File: config.mk
export PLATFORM = sky130hd
export DESIGN_NAME = ifm_reader
export DESIGN_NICKNAME = d
export VERILOG_FILES = /design/src/rtl/mobilenet_mem_pkg.sv /design/src/rtl/ifm_skid_fifo.sv /design/src/rtl/ifm_reader.sv
export SDC_FILE = /design/constraint.sdc
export NUM_CORES = 1
export LEC_CHECK = 0
export CELL_PAD_IN_SITES_DETAIL_PLACEMENT = 1
export CELL_PAD_IN_SITES_GLOBAL_PLACEMENT = 1
export CORE_MARGIN = 4
export CORE_UTILIZATION = 40
export DETAILED_ROUTE_END_ITERATION = 8
export HOLD_SLACK_MARGIN = 0.03
export PLACE_DENSITY = 0.84
export SYNTH_ARGS = -nofsm -noshare
export SYNTH_HDL_FRONTEND = slang
export SYNTH_SLANG_ARGS = --single-unit
File: constraint.sdc
create_clock -name clk -period 18.4 [get_ports clk]
set_clock_uncertainty 0.05 [all_clocks]
set_input_delay 5.52 -clock clk [delete_from_list [all_inputs] [get_ports clk]]
set_output_delay 5.52 -clock clk [all_outputs]
set_load 0.05 [all_outputs]
File: src/rtl/mobilenet_mem_pkg.sv
// Shared memory-path types for the MobileNet accelerator:
// default widths, reader FSM encoding and the FIFO entry layout.
package mobilenet_mem_pkg;

  localparam int DATA_W_DEF = 128;
  localparam int ADDR_W_DEF = 10;
  localparam int DIM_W_DEF  = 10;

  typedef enum logic [1:0] {
    ST_IDLE,
    ST_RUN,
    ST_DRAIN,
    ST_DONE
  } ifm_state_e;

  typedef struct packed {
    logic                  last;
    logic [DATA_W_DEF-1:0] data;
  } ifm_entry_t;

endpackage

File: src/rtl/ifm_skid_fifo.sv
// Two-entry register FIFO; slot0 is always the head so the
// output is a plain register with no read mux.
import mobilenet_mem_pkg::*;

module ifm_skid_fifo #(
  parameter int W = $bits(ifm_entry_t)
) (
  input  logic         clk,
  input  logic         rst,
  input  logic         push_i,
  input  logic [W-1:0] push_data_i,
  input  logic         pop_i,
  output logic [W-1:0] head_o,
  output logic [1:0]   count_o
);

  logic [W-1:0] slot0_q;
  logic [W-1:0] slot1_q;
  logic [1:0]   count_q;
  logic         do_pop;
  logic         do_push;

  assign do_pop  = pop_i && (count_q != 2'd0);
  assign do_push = push_i && ((count_q != 2'd2) || do_pop);
  assign head_o  = slot0_q;
  assign count_o = count_q;

  always_ff @(posedge clk or posedge rst) begin
    if (rst) begin
      slot0_q <= '0;
      slot1_q <= '0;
      count_q <= 2'd0;
    end else begin
      unique case ({do_push, do_pop})
        2'b10: begin
          if (count_q == 2'd0) slot0_q <= push_data_i;
          else                 slot1_q <= push_data_i;
          count_q <= count_q + 2'd1;
        end
        2'b01: begin
          slot0_q <= slot1_q;
          count_q <= count_q - 2'd1;
        end
        2'b11: begin
          if (count_q == 2'd1) begin
            slot0_q <= push_data_i;
          end else begin
            slot0_q <= slot1_q;
            slot1_q <= push_data_i;
          end
        end
        default: ;
      endcase
    end
  end

endmodule

File: src/rtl/ifm_reader.sv
// IFM buffer read controller: walks a 2-D tile and streams the
// words out through a credit-limited 2-entry skid FIFO.
import mobilenet_mem_pkg::*;

module ifm_reader #(
  parameter int DATA_W = DATA_W_DEF,
  parameter int ADDR_W = ADDR_W_DEF,
  parameter int DIM_W  = DIM_W_DEF
) (
  input  logic              clk,
  input  logic              rst,
  input  logic              start,
  input  logic [ADDR_W-1:0] base_addr,
  input  logic [DIM_W-1:0]  cols,
  input  logic [DIM_W-1:0]  rows,
  input  logic [ADDR_W-1:0] row_pitch,
  output logic              busy,
  output logic              done,
  output logic [ADDR_W-1:0] rd_addr,
  input  logic [DATA_W-1:0] rd_data,
  output logic [DATA_W-1:0] m_data,
  output logic              m_last,
  output logic              m_valid,
  input  logic              m_ready
);

  ifm_state_e        state_q;
  logic              busy_q;
  logic              done_q;
  logic              inflight_q;
  logic              inflight_last_q;
  logic [ADDR_W-1:0] addr_q;
  logic [ADDR_W-1:0] row_start_q;
  logic [ADDR_W-1:0] rd_addr_q;
  logic [ADDR_W-1:0] pitch_q;
  logic [DIM_W-1:0]  c_q;
  logic [DIM_W-1:0]  r_q;
  logic [DIM_W-1:0]  cols_q;
  logic [DIM_W-1:0]  rows_q;

  logic [1:0]        fifo_cnt;
  logic [DATA_W:0]   fifo_head;
  logic              pop;
  logic [2:0]        level;
  logic              issue;
  logic              last_col;
  logic              last_row;
  logic              final_addr;
  logic [ADDR_W-1:0] row_next;

  assign m_valid = (fifo_cnt != 2'd0);
  assign m_data  = fifo_head[DATA_W-1:0];
  assign m_last  = fifo_head[DATA_W];
  assign busy    = busy_q;
  assign done    = done_q;

  assign pop = m_valid && m_ready;

  // Occupancy the FIFO will have after this edge, counting the
  // word already on its way back from the buffer.
  assign level = {1'b0, fifo_cnt} + {2'b0, inflight_q}
               - {2'b0, pop};

  assign issue      = (state_q == ST_RUN) && (level < 3'd2);
  assign last_col   = (c_q == cols_q - DIM_W'(1));
  assign last_row   = (r_q == rows_q - DIM_W'(1));
  assign final_addr = last_col && last_row;
  assign row_next   = row_start_q + pitch_q;
  assign rd_addr    = issue ? addr_q : rd_addr_q;

  ifm_skid_fifo #(
    .W (DATA_W + 1)
  ) u_fifo (
    .clk         (clk),
    .rst         (rst),
    .push_i      (inflight_q),
    .push_data_i ({inflight_last_q, rd_data}),
    .pop_i       (pop),
    .head_o      (fifo_head),
    .count_o     (fifo_cnt)
  );

  always_ff @(posedge clk or posedge rst) begin
    if (rst) begin
      state_q         <= ST_IDLE;
      busy_q          <= 1'b0;
      done_q          <= 1'b0;
      inflight_q      <= 1'b0;
      inflight_last_q <= 1'b0;
      addr_q          <= '0;
      row_start_q     <= '0;
      rd_addr_q       <= '0;
      pitch_q         <= '0;
      c_q             <= '0;
      r_q             <= '0;
      cols_q          <= '0;
      rows_q          <= '0;
    end else begin
      inflight_q      <= issue;
      inflight_last_q <= issue && final_addr;
      done_q          <= 1'b0;
      if (issue) begin
        rd_addr_q <= addr_q;
        if (last_col) begin
          c_q         <= '0;
          r_q         <= r_q + DIM_W'(1);
          row_start_q <= row_next;
          addr_q      <= row_next;
        end else begin
          c_q    <= c_q + DIM_W'(1);
          addr_q <= addr_q + ADDR_W'(1);
        end
      end
      unique case (state_q)
        ST_IDLE: begin
          if (start) begin
            cols_q      <= cols;
            rows_q      <= rows;
            pitch_q     <= row_pitch;
            addr_q      <= base_addr;
            row_start_q <= base_addr;
            c_q         <= '0;
            r_q         <= '0;
            if (rows == '0 || cols == '0) begin
              state_q <= ST_DONE;
              done_q  <= 1'b1;
            end else begin
              state_q <= ST_RUN;
              busy_q  <= 1'b1;
            end
          end
        end
        ST_RUN: begin
          if (issue && final_addr) state_q <= ST_DRAIN;
        end
        ST_DRAIN: begin
          if (level == 3'd0) begin
            state_q <= ST_DONE;
            busy_q  <= 1'b0;
            done_q  <= 1'b1;
          end
        end
        ST_DONE: begin
          state_q <= ST_IDLE;
        end
      endcase
    end
  end

endmodule

Yosys cells after proc, flatten, opt, wreduce, memory -nomap -nowiden:

Index checks and enable logic that the tools add are counted.

* muxes and demuxes: 37
* equality and inequality tests: 17
* $add $sub $neg: 10
* reduce and logical (&&, ||, !) cells: 23
* magnitude comparators: 1

Operators with widths (number)
* $mux W129: 4
* $pmux W129 S3: 1
* $pmux W129 S2: 1
* $mux W10: 17
* $add A10 B1 Y10 const B: 3
* $eq A10 B10 Y1: 2
* $logic_not A10 Y1: 2
* $sub A10 B1 Y10 const B: 2
* $ne A2 B2 Y1 const B: 6
* $add A10 B10 Y10: 1
* $eq A2 B2 Y1 const B: 4
* $mux W2: 4
* $pmux W2 S4: 1
* $reduce_bool A2 Y1: 4
* $eq A2 B1 Y1 const B: 3
* $logic_and A1 B1 Y1: 6
* $mux W1: 6
* $reduce_and A3 Y1: 2
* $logic_not A2 Y1: 2
* $ne A2 B1 Y1 const B: 2
* $pmux W1 S2: 2
* $pmux W2 S2: 1
* $reduce_and A2 Y1: 2
* $reduce_and A4 Y1: 1
* other kinds (8): 9

* flip-flop bits (word level): 346
* logic and storage cells: 104

Logic depth before layout (Yosys ltp):

Gate-level depths: netlist of the first run.

* depth in word-level cells: 8
* mapped depth: 18

By module:

Synthesis of the first run repeated with hierarchy kept, for this count alone.

* cells, all modules: 1626
* area, all modules: 16539.6 um^2

Modules (own cells, without submodules)
* ifm_skid_fifo: cells an instance 1040, area each 11481.0 um^2, seq. area each 6506.2 um^2, times used 1
* ifm_reader: cells an instance 586, area each 5058.6 um^2, seq. area each 2152.1 um^2, times used 1

Worst setup path after synthesis of the first run:

OpenSTA, ideal clock, no wires.

* path kind: input to output
* from: input port m_ready
* to: output port rd_addr[7]
* cell stages on the path: 12
* data arrival time: 8.391 ns
* path slack: 4.439 ns
* cells stage by stage: nand2_1 > inv_1 > ha_1 > inv_1 > ha_1 > fa_1 > xnor2_1 > nor2_1 > nand2_1 > clkbuf_1 > clkbuf_1 > o21ai_0

* word-level cells in the longest chain between the ends: 5

Ends and longest elaborated chain
* from (decl): RTL line ifm_reader.sv:24 `input logic m_ready`
* $logic_and A1 B1 Y1: RTL line ifm_reader.sv:57 `assign pop = m_valid && m_ready;`
* $sub A3 B1 Y3: RTL line ifm_reader.sv:62 `- {2'b0, pop};`
* $lt A3 B2 Y1: RTL line ifm_reader.sv:64 `assign issue = (state_q == ST_RUN) && (level < 3'd2);`
* $logic_and A1 B1 Y1: RTL line ifm_reader.sv:64
* $mux W10
* to (decl): RTL line ifm_reader.sv:19 `output logic [ADDR_W-1:0] rd_addr,`

Every way passes these cells.

Worst setup path after layout of the first run:

* from: input port m_ready
* to: output port rd_addr[0]

The elaborated chain is that of the path after synthesis.

==> results of run 1 <==
stage by stage:
stage / instance area, um^2 / total power [mW] / utilization [%]
global placement: 18820 / 3.346 / 50.07
finish: 20070 / 4.199 / 53.41
CTS: 20060 / 4.242 / 53.37
global route: 20070 / 4.450 / 53.40
detailed placement: 18820 / 3.454 / 50.07
floorplan: 15190 / 2.747 / -
where the power goes:
| part | switching (mW) | total [mW] | internal (mW) |
|---|---|---|---|
| clock | 0.306 | 0.758 | 0.452 |
| combinational | 1.30 | 2.07 | 0.771 |
| sequential | 0.240 | 1.37 | 1.13 |
| total | 1.85 | 4.20 | 2.35 |
worst max-delay path, cell delays in order:
cell and delay (ns):
clkdlybuf4s50_1 0.47, nand2_1 0.23, inv_1 0.14, ha_1 0.30, inv_1 0.04, ha_1 0.18, fa_1 0.38, xnor2_1 0.15
nor2_1 0.12, nand2_1 0.50, inv_1 0.83, nand2_1 0.14, nand2_1 0.13, clkdlybuf4s50_1 0.82
flip-flops by register name, summed over array words and instances (netlist names), 10 cells and up:
signal and cells:
c_q 10, row_start_q 10, u_fifo.head_o 129, pitch_q 10
rd_addr_q 10, rows_q 10, u_fifo.slot1_q 129, cols_q 10
r_q 10, addr_q 10
final cells by class:
cell class | instances | area, um^2
fillers | 4043 | 17510
flip-flops and latches | 346 | 8658
multi-input cells | 970 | 6182
repair buffers | 326 | 3231
clock buffers | 58 | 1170
well taps | 511 | 639.4
inverters | 26 | 105.1
clock inverters | 9 | 70.07
diodes | 6 | 15.01
cell usage after synthesis (all sizes together), types with 3 or more instances:
| master | count | share of area (%) |
|---|---|---|
| buf | 11 | 0.30 |
| nor3 | 11 | 0.36 |
| mux2 | 129 | 9.6 |
| a21oi | 22 | 0.72 |
| inv | 26 | 0.64 |
| nand2b | 5 | 0.21 |
| a22oi | 131 | 6.5 |
| o21a | 4 | 0.20 |
| clkbuf | 70 | 1.7 |
| o311ai | 4 | 0.23 |
| or4 | 6 | 0.30 |
| nand2 | 395 | 9.8 |
| dfrtp | 346 | 57 |
| nor4 | 10 | 0.41 |
| a211oi | 3 | 0.15 |
| nor2b | 4 | 0.16 |
| a31oi | 8 | 0.33 |
| nor2 | 48 | 1.2 |
| o41ai | 3 | 0.17 |
| a21o | 5 | 0.25 |
| mux2i | 11 | 0.72 |
| o21ai | 30 | 0.99 |
| or3 | 9 | 0.37 |
| ha | 22 | 1.8 |
| nand4 | 10 | 0.41 |
| xnor2 | 35 | 2.0 |
| nand3 | 13 | 0.43 |
| o211ai | 5 | 0.25 |
| xor2 | 18 | 1.0 |
cell families after synthesis:
group	after synthesis	share of synthesized area, %
xor+xnor	53	3.056
simple gates	523	14.23
mux	140	10.29
fa+ha+maj	24	2.076
flops	346	57.00
buf+inv	107	2.685
compound gates	230	10.67
worst paths after layout:
check	startpoint	endpoint	slack, ns	depth (start not counted)
max in group asynchronous	rst	u_fifo.head_o[85]	10.43	4
min in group asynchronous	rst	u_fifo.slot1_q[110]	5.56	2
setup / recovery	m_ready	rd_addr[0]	2.88	14
hold / removal	u_fifo.slot1_q[112]	u_fifo.head_o[112]	0.43	2
hold reg to reg	u_fifo.slot1_q[112]	u_fifo.head_o[112]	0.43	2
setup reg to reg	u_fifo.count_o[1]	addr_q[9]	13.35	18
metal layers:
| metal | up-vias | global-route usage [%] | routed length, um |
|---|---|---|---|
| met5 | - | 0 | 61 |
| met4 | 10 | 7.250 | 1518 |
| met3 | 89 | 5.622 | 2840 |
| met2 | 321 | 38.91 | 23550 |
| met1 | 6182 | 26.61 | 18290 |
| li1 | 5491 | - | - |
==> metrics.txt, run 1 <==
status=finished, final reports clean; period utilization=approximately 84%; cts repair resizes=0; leakage power=8.946 nW; CTS Buffer Depth=3; Syn Nets=1619; Hold WC Path Type=register to register; CP Class=input pin to primary output; Wirelength per Cell=20.54 um; Final HPWL DP=approximately 31 mm; post-placement cell count=2179; Iteration-0 DRC Markers=559; critical path startpoint category=input pin; Starting Density=a little over 40%; post-synthesis sequential area ratio=between 50% and 60%; post-synth cell types=53; Worst Tran Pin Value=1.117 ns; Worst Path Arrival=between 9 and 10 ns; postcts setup bufs=0; Ports=314; Clock Pin Slew Worst Setup and Hold Paths=0.06 ns; CORE AREA=0.03758 mm^2; max-slew violations=0; Buffers on Ports=roughly 310; CTS H-tree lvls=2; power density cells=209.2 mW/mm^2; critical path fanouts, max=23; commonest non-fill, non-tap cell in the layout=nand2_1; Syn. warnings=0; slew margin rel.=25.57%; die height=202.9 um; fin worst setup slack=2.880 ns; fin cells=about 2300; commonest non-fill, non-tap cells in the layout=nand2_1, dfrtp_1, clkdlybuf4s50_1; Syn Area/Cell=10.68 um^2; row count=71; Chip Width=202.9 um; final net count=about 1900; Syn-to-layout area delta=32.12%; via count=around 12000; largest net degree at the start of global routing=142; CTS hold repair buffers=0; Crit path required time=between 10 and 15 ns; grt total ovfl=0; ys async rst share=between 90% and 100%; mapped cell area=0.01519 mm^2; Post-Route WL=~46 mm; ys flop type=dfrtp_1; CP endpoint kind=primary output; vias per cell=5.370; post-layout min period=roughly 16 ns; Setup violations, final=0; GRT Util Overall=22.11%; share of layout cells above drive strength 1=between 10% and 20%; pre-CTS setup slack=roughly 2.9 ns; die area=0.04116 mm^2; gpl congestion=0.8288; Synth Instances=1423; post-synthesis register bit count=346; Final Hold Fails=0; root buf cell=clkbuf_16; Clk Latency, worst-skew pair=~0.54 ns; number of clock sinks=346; Peak VDD IR=0.0001068 V; Antenna Violating Nets Remaining=0; final setup TNS=0 ns; MaxCap Viol Count=0; setup repair after global routing missed its margin=false; Max Fclk=0.06443 GHz; DRC Markers=0; initial antenna violation count=9; first-pass GRT wire length=73.40 mm; WHS=0.4291 ns; Num CTS Buffers=39; Detailed Routing Iterations Pass 1=5; CTS tree=done; Post-synth EDFFs=0; vias in the first global route=13220
No activity file was read; power rests on OpenSTA's default activity.
==> run 2: changes to the inputs <==
CORE_UTILIZATION = 36   (was 40)
PLACE_DENSITY = 0.8   (was 0.84)
clock period = 14.1 ns   (was 18.4 ns; I/O delays follow)
==> run 2 against run 1 <==
Critical path depth rose by 1. Clock power is 36% higher. Highest routed layer unchanged. Critical endpoint unchanged. Utilization down 4.5 points. Clock-buffer cell count is 4 higher. Worst setup slack got worse by 1.3 ns.
==> metrics.txt, run 2 (same netlist as run 1, synthesis figures left out) <==
GRT Util Overall=19.48%; Clk Latency, worst-skew pair=0.55 ns; setup repair after global routing missed its margin=false; Peak VDD IR=0.0001557 V; Max Fclk=0.07996 GHz; CTS Buffer Depth=3; critical path fanouts, max=23; Tot Pwr=5.501 mW; CTS hold repair buffers=0; Worst Tran Pin Value=between 1 and 1.5 ns; CORE AREA=0.04129 mm^2; Crit path required time=about 9.8 ns; Buffers on Ports=between 300 and 400; Num CTS Buffers=40; share of layout cells above drive strength 1=12.31%; clock power share=between 10% and 20%; DRC Markers=0; WHS=0.4196 ns; Worst Path Arrival=just over 8 ns; root buf cell=clkbuf_16; via count=about 12000; MaxCap Viol Count=0; Final Hold Fails=0; Ports=~310; Wirelength per Cell=approximately 20 um; CP Class=input pin to primary output; Starting Density=36.79%; first-pass GRT wire length=71.14 mm; Clock Pin Slew Worst Setup and Hold Paths=0.06 ns; Net Sw Frac=between 40% and 50%; Syn-to-layout area delta=32.84%; postcts setup bufs=0; critical path startpoint category=input pin; die height=213.4 um; Comb pwr share=49.0%; CTS H-tree lvls=2; period utilization=around nine tenths; Filler cells=approximately 4500; Sequential Power Share=32.3%; max-slew violations=0; CP endpoint kind=primary output; cts repair resizes=0; final net count=~1900; Final Core Density=between 40 and 50%; Setup violations, final=0; number of clock sinks=approximately 350; pre-CTS setup slack=1.596 ns; Detailed Routing Iterations Pass 1=4; sw power=2.404 mW; slew margin rel.=25.49%; final setup TNS=0 ns; commonest non-fill, non-tap cell in the layout=nand2_1; CTS tree=done; power density cells=272.6 mW/mm^2; status=finished, final reports clean; Hold WC Path Type=register to register; row count=74; Antenna Violating Nets Remaining=0; leakage power=8.986 nW; Chip Width=213.4 um; Final HPWL DP=30.78 mm; gpl congestion=0.7899; Iteration-0 DRC Markers=605; Power Internal=between 3 and 4 mW; commonest non-fill, non-tap cells in the layout=nand2_1, dfrtp_1, clkdlybuf4s50_1; largest net degree at the start of global routing=121; post-layout min period=12.51 ns; Post-Route WL=between 40 and 50 mm; vias in the first global route=approximately 13000; vias per cell=5.232; grt total ovfl=0; initial antenna violation count=5; fin worst setup slack=1.594 ns; die area=around 0.046 mm^2
[run 2: changes by cell type in the layout (fill, tap and decap cells not counted)]
cell	change
buf_4	+1
clkbuf_1	-2
clkbuf_16	-1
clkbuf_8	+7
clkinv_2	-4
clkinv_4	+1
clkinv_8	+1
diode_2	-1
inv_6	+1
[run 2: stage by stage]
step | std cells | area [um^2]
floorplan | 1423 | 15190
global placement | 2201 | 18850
detailed placement | 2201 | 18850
CTS | 2271 | 20170
global route | 2274 | 20170
finish | 2276 | 20180
[run 2: per-layer routing]
metal	wire, um	vias to the layer above	share of wire, %	track usage, %
met5	29	-	0.063	0
met4	1341	4	2.9	6.665
met2	23030	272	50	34.36
met3	2403	90	5.3	3.877
li1	-	5495	-	-
met1	18900	6046	41	23.99
[run 2: final timing paths]
check	startpoint	to	slack (ns)	cells after the start
min reg2reg	u_fifo.slot1_q[65]	u_fifo.head_o[65]	0.42	2
min	u_fifo.slot1_q[65]	u_fifo.head_o[65]	0.42	2
min in group asynchronous	rst	u_fifo.slot1_q[112]	4.20	2
max in group asynchronous	rst	u_fifo.head_o[51]	7.32	4
max reg2reg	u_fifo.count_o[1]	addr_q[9]	9.43	19
max	m_ready	rd_addr[0]	1.59	15
[run 2: critical path: stages]
cell             delay [ns]
clkdlybuf4s50_1        0.48
nand2_1                0.23
inv_1                  0.14
ha_1                   0.29
inv_1                  0.04
ha_1                   0.19
fa_1                   0.39
xnor2_1                0.15
nor2_1                 0.10
nand2_1                0.06
buf_4                  0.20
inv_1                  0.62
nand2_1                0.15
nand2_1                0.12
clkdlybuf4s50_1        0.81
[run 2: final cells by class]
| type | count | area [um^2] | share of cell area (%) |
|---|---|---|---|
| flip-flops and latches | 346 | 8658 | 42.91 |
| well taps | 532 | 665.6 | 3.299 |
| inverters | 26 | 105.1 | 0.5208 |
| diodes | 5 | 12.51 | 0.06200 |
| clock buffers | 62 | 1234 | 6.114 |
| clock inverters | 8 | 83.83 | 0.4154 |
| repair buffers | 327 | 3238 | 16.05 |
| multi-input cells | 970 | 6182 | 30.64 |
[run 2: power groups by stage]
stage                     registers [mW]  logic, mW  clock network (mW)
after floorplan                     2.37       1.22                   0
after global placement              1.76       2.62                   0
after detailed placement            1.79       2.71                   0
after CTS                           1.78       2.73                1.06
after global routing                1.84       2.91                1.10
final                               1.78       2.70                1.03
==> run 3: changes to the inputs <==
CORE_MARGIN = 1.5   (was 4)
CORE_UTILIZATION = 37   (was 36)
PLACE_DENSITY = 0.81   (was 0.8)
SLEW_MARGIN = 20   (was default)
SYNTH_HIERARCHICAL = 1   (was default)
==> run 3 against run 2 <==
Utilization is 0.61 points lower. First-iteration DRC count up 84%. Cell count grew 9.0%.
==> metrics.txt, run 3 <==
status=finished, final reports clean; CTS tree=done; Syn. warnings=6; post-layout min period=between 10 and 15 ns; critical path cell sequence=clkdlybuf4s50_1 -> and2_1 -> ha_1 -> inv_1 -> ha_1 -> fa_1 -> nor2_1 -> nand2_1 -> inv_1 -> nand2_1 -> nand2_1 -> clkdlybuf4s50_1; initial antenna violation count=9; CTS H-tree lvls=2; gpl congestion=0.8145; Critical Path Slowest Stage Cell=clkdlybuf4s50_1; cts repair resizes=0; Peak VDD IR=0.0001391 V; most frequent CP cell=nand2_1; number of clock sinks=between 300 and 400; Detailed Routing Iterations Pass 1=4; ys flop type=dfrtp_1; final instance area=0.02129 mm^2; Antenna Violating Nets Remaining=0; postcts setup bufs=0; mapped cell area=0.01654 mm^2; period utilization=88.40%; Final HPWL DP=33.58 mm; die height=214.4 um; Chip Width=~210 um; clock power share=18.7%; Worst Reg-to-Reg Cells=15; max-slew violations=0; critical path depth=12; Final Core Density=48.26%; Comb pwr share=50.5%; Clock Pin Slew Worst Setup and Hold Paths=approximately 0.06 ns; post-synth cell types=70; grt total ovfl=0; Syn-to-layout area delta=28.75%; WP buf/inv=4; synth top area cells=dfrtp_1, mux2_2, a31oi_1; critical path fanouts, max=18; Syn Area/Cell=slightly above 10 um^2; share of layout cells above drive strength 1=12.74%; commonest non-fill, non-tap cells in the layout=dfrtp_1, clkdlybuf4s50_1, o21ai_0; post-synthesis sequential area ratio=52.35%; final setup TNS=0 ns; Worst Tran Pin Value=~1.1 ns; Synth top cells by count=dfrtp_1, o21ai_0, nand2_1; CP Class=input pin to primary output; post-synthesis register bit count=between 300 and 400; DRC Markers=0; slew margin rel.=25.42%; via count=14110; hold depth=2; Buffers on Ports=~310; Placed Area=0.01989 mm^2; Sequential Power Share=30.8%; crit-path max cell delay=0.80 ns; ys async rst share=100.0%; sequential cell area=0.008658 mm^2; Post-synth EDFFs=0; Post-Route WL=53.46 mm; share of the synthesized area in the top cell type=52.35%; commonest non-fill, non-tap cell in the layout=dfrtp_1; count leader, synth=dfrtp_1; Starting Density=37.48%; Max Fclk=~0.08 GHz; Clk Latency, worst-skew pair=0.56 ns; GRT Util Overall=23.30%; vias in the first global route=15210; CTS Buffer Depth=3; critical path startpoint category=input pin; power density cells=271.7 mW/mm^2; Iteration-0 DRC Markers=1115; vias per cell=5.689; Num CTS Buffers=41; multi-input logic area=a little over 0.007 mm^2; row count=77; Hold WC Path Type=register to register; CTS hold repair buffers=0; Ports=314; Power Internal=between 3 and 4 mW; leakage power=8.701 nW; CP endpoint kind=primary output; Wirelength per Cell=21.55 um; Worst Path Arrival=8.18 ns; final net count=roughly 2000; Synth area leader=dfrtp_1; CORE AREA=0.04412 mm^2; Synth Instances=1626; sw power=between 2 and 3 mW; MaxCap Viol Count=0; Final Hold Fails=0; die area=0.04598 mm^2; Setup violations, final=0; largest net degree at the start of global routing=133; root buf cell=clkbuf_16; Crit path required time=9.82 ns; setup repair after global routing missed its margin=false; CP delay by family, top=buffers and inverters; Filler cells=4921; Syn Nets=1822; first-pass GRT wire length=85.93 mm; Net Sw Frac=44.85%
==> run 3: cell count changes after synthesis, sizes merged, moves of 54 or more <==
cell   change
nand3    +127
a31oi    +129
nand2    -245
o21ai    +128
a22oi    -131
buf       +54
nor3     +130
==> run 3: cell families after synthesis <==
group	Yosys count	synth area share, %
AND/OR/NAND/NOR	538	15.89
AO/OA/AOI/OAI	366	13.28
buffers and inverters	166	4.667
adder cells (fa/ha/maj)	24	1.906
XOR/XNOR	46	2.436
flip-flops	346	52.35
multiplexers	140	9.464
==> run 3: final timing paths <==
kind / slack [ns] / to / from
worst max-delay path: 1.64 / rd_addr[2] / m_ready
worst min-delay path: 0.43 / rd_addr_q[8] / rd_addr_q[8]
worst max register to register: 8.88 / r_q[8] / u_fifo/count_o[1]
worst min register to register: 0.43 / rd_addr_q[8] / rd_addr_q[8]
max in group asynchronous: 7.39 / u_fifo/head_o[83] / rst
min in group asynchronous: 4.09 / row_start_q[6] / rst
==> run 3: worst reg2reg max path: cells and delay by family (launching register included) <==
kind	cells	cell delay, ns
AOI/OAI and AO/OA	1	0.16
xor gates and xnor gates	1	0.15
adders and majority gates	3	0.87
buffers and inverters	4	1.11
DFF	1	0.43
and+or+nand+nor	6	2.37
==> run 3: stage by stage <==
step / std cells / setup slack (ns) / hold slack, ns / power [mW]
floorplan: 1626 / 2.665 / 0.3997 / 3.779
global placement: 2403 / 1.695 / 0.4121 / 4.581
detailed placement: 2403 / 1.616 / 0.4152 / 4.713
CTS: 2476 / 1.602 / 0.4305 / 5.834
global route: 2480 / 1.330 / 0.4489 / 6.121
finish: 2481 / 1.635 / 0.4260 / 5.786
==> run 3: cell type report <==
type	instances	share of cell area (%)
Sequential cell	346	40.66
Multi-Input combinational cell	1114	33.54
Timing Repair Buffer	328	15.30
Clock buffer	61	5.835
Tap cell	592	3.478
Clock inverter	12	0.6816
Inverter	23	0.4466
Antenna cell	5	0.05876
==> run 3: routing by layer <==
metal	track usage (%)	up-vias	wire length [um]
li1	-	6349	-
met1	29.55	7237	22360
met2	39.31	418	26610
met3	4.766	100	2726
met4	8.568	10	1685
met5	0	-	72
==> run 3: power by group through the flow <==
stage	Combinational [mW]	Clock, mW	Sequential (mW)
global route	3.13	1.15	1.84
CTS	2.94	1.11	1.78
floorplan	1.41	0	2.36
global placement	2.82	0	1.76
detailed placement	2.92	0	1.79
finish	2.92	1.08	1.78
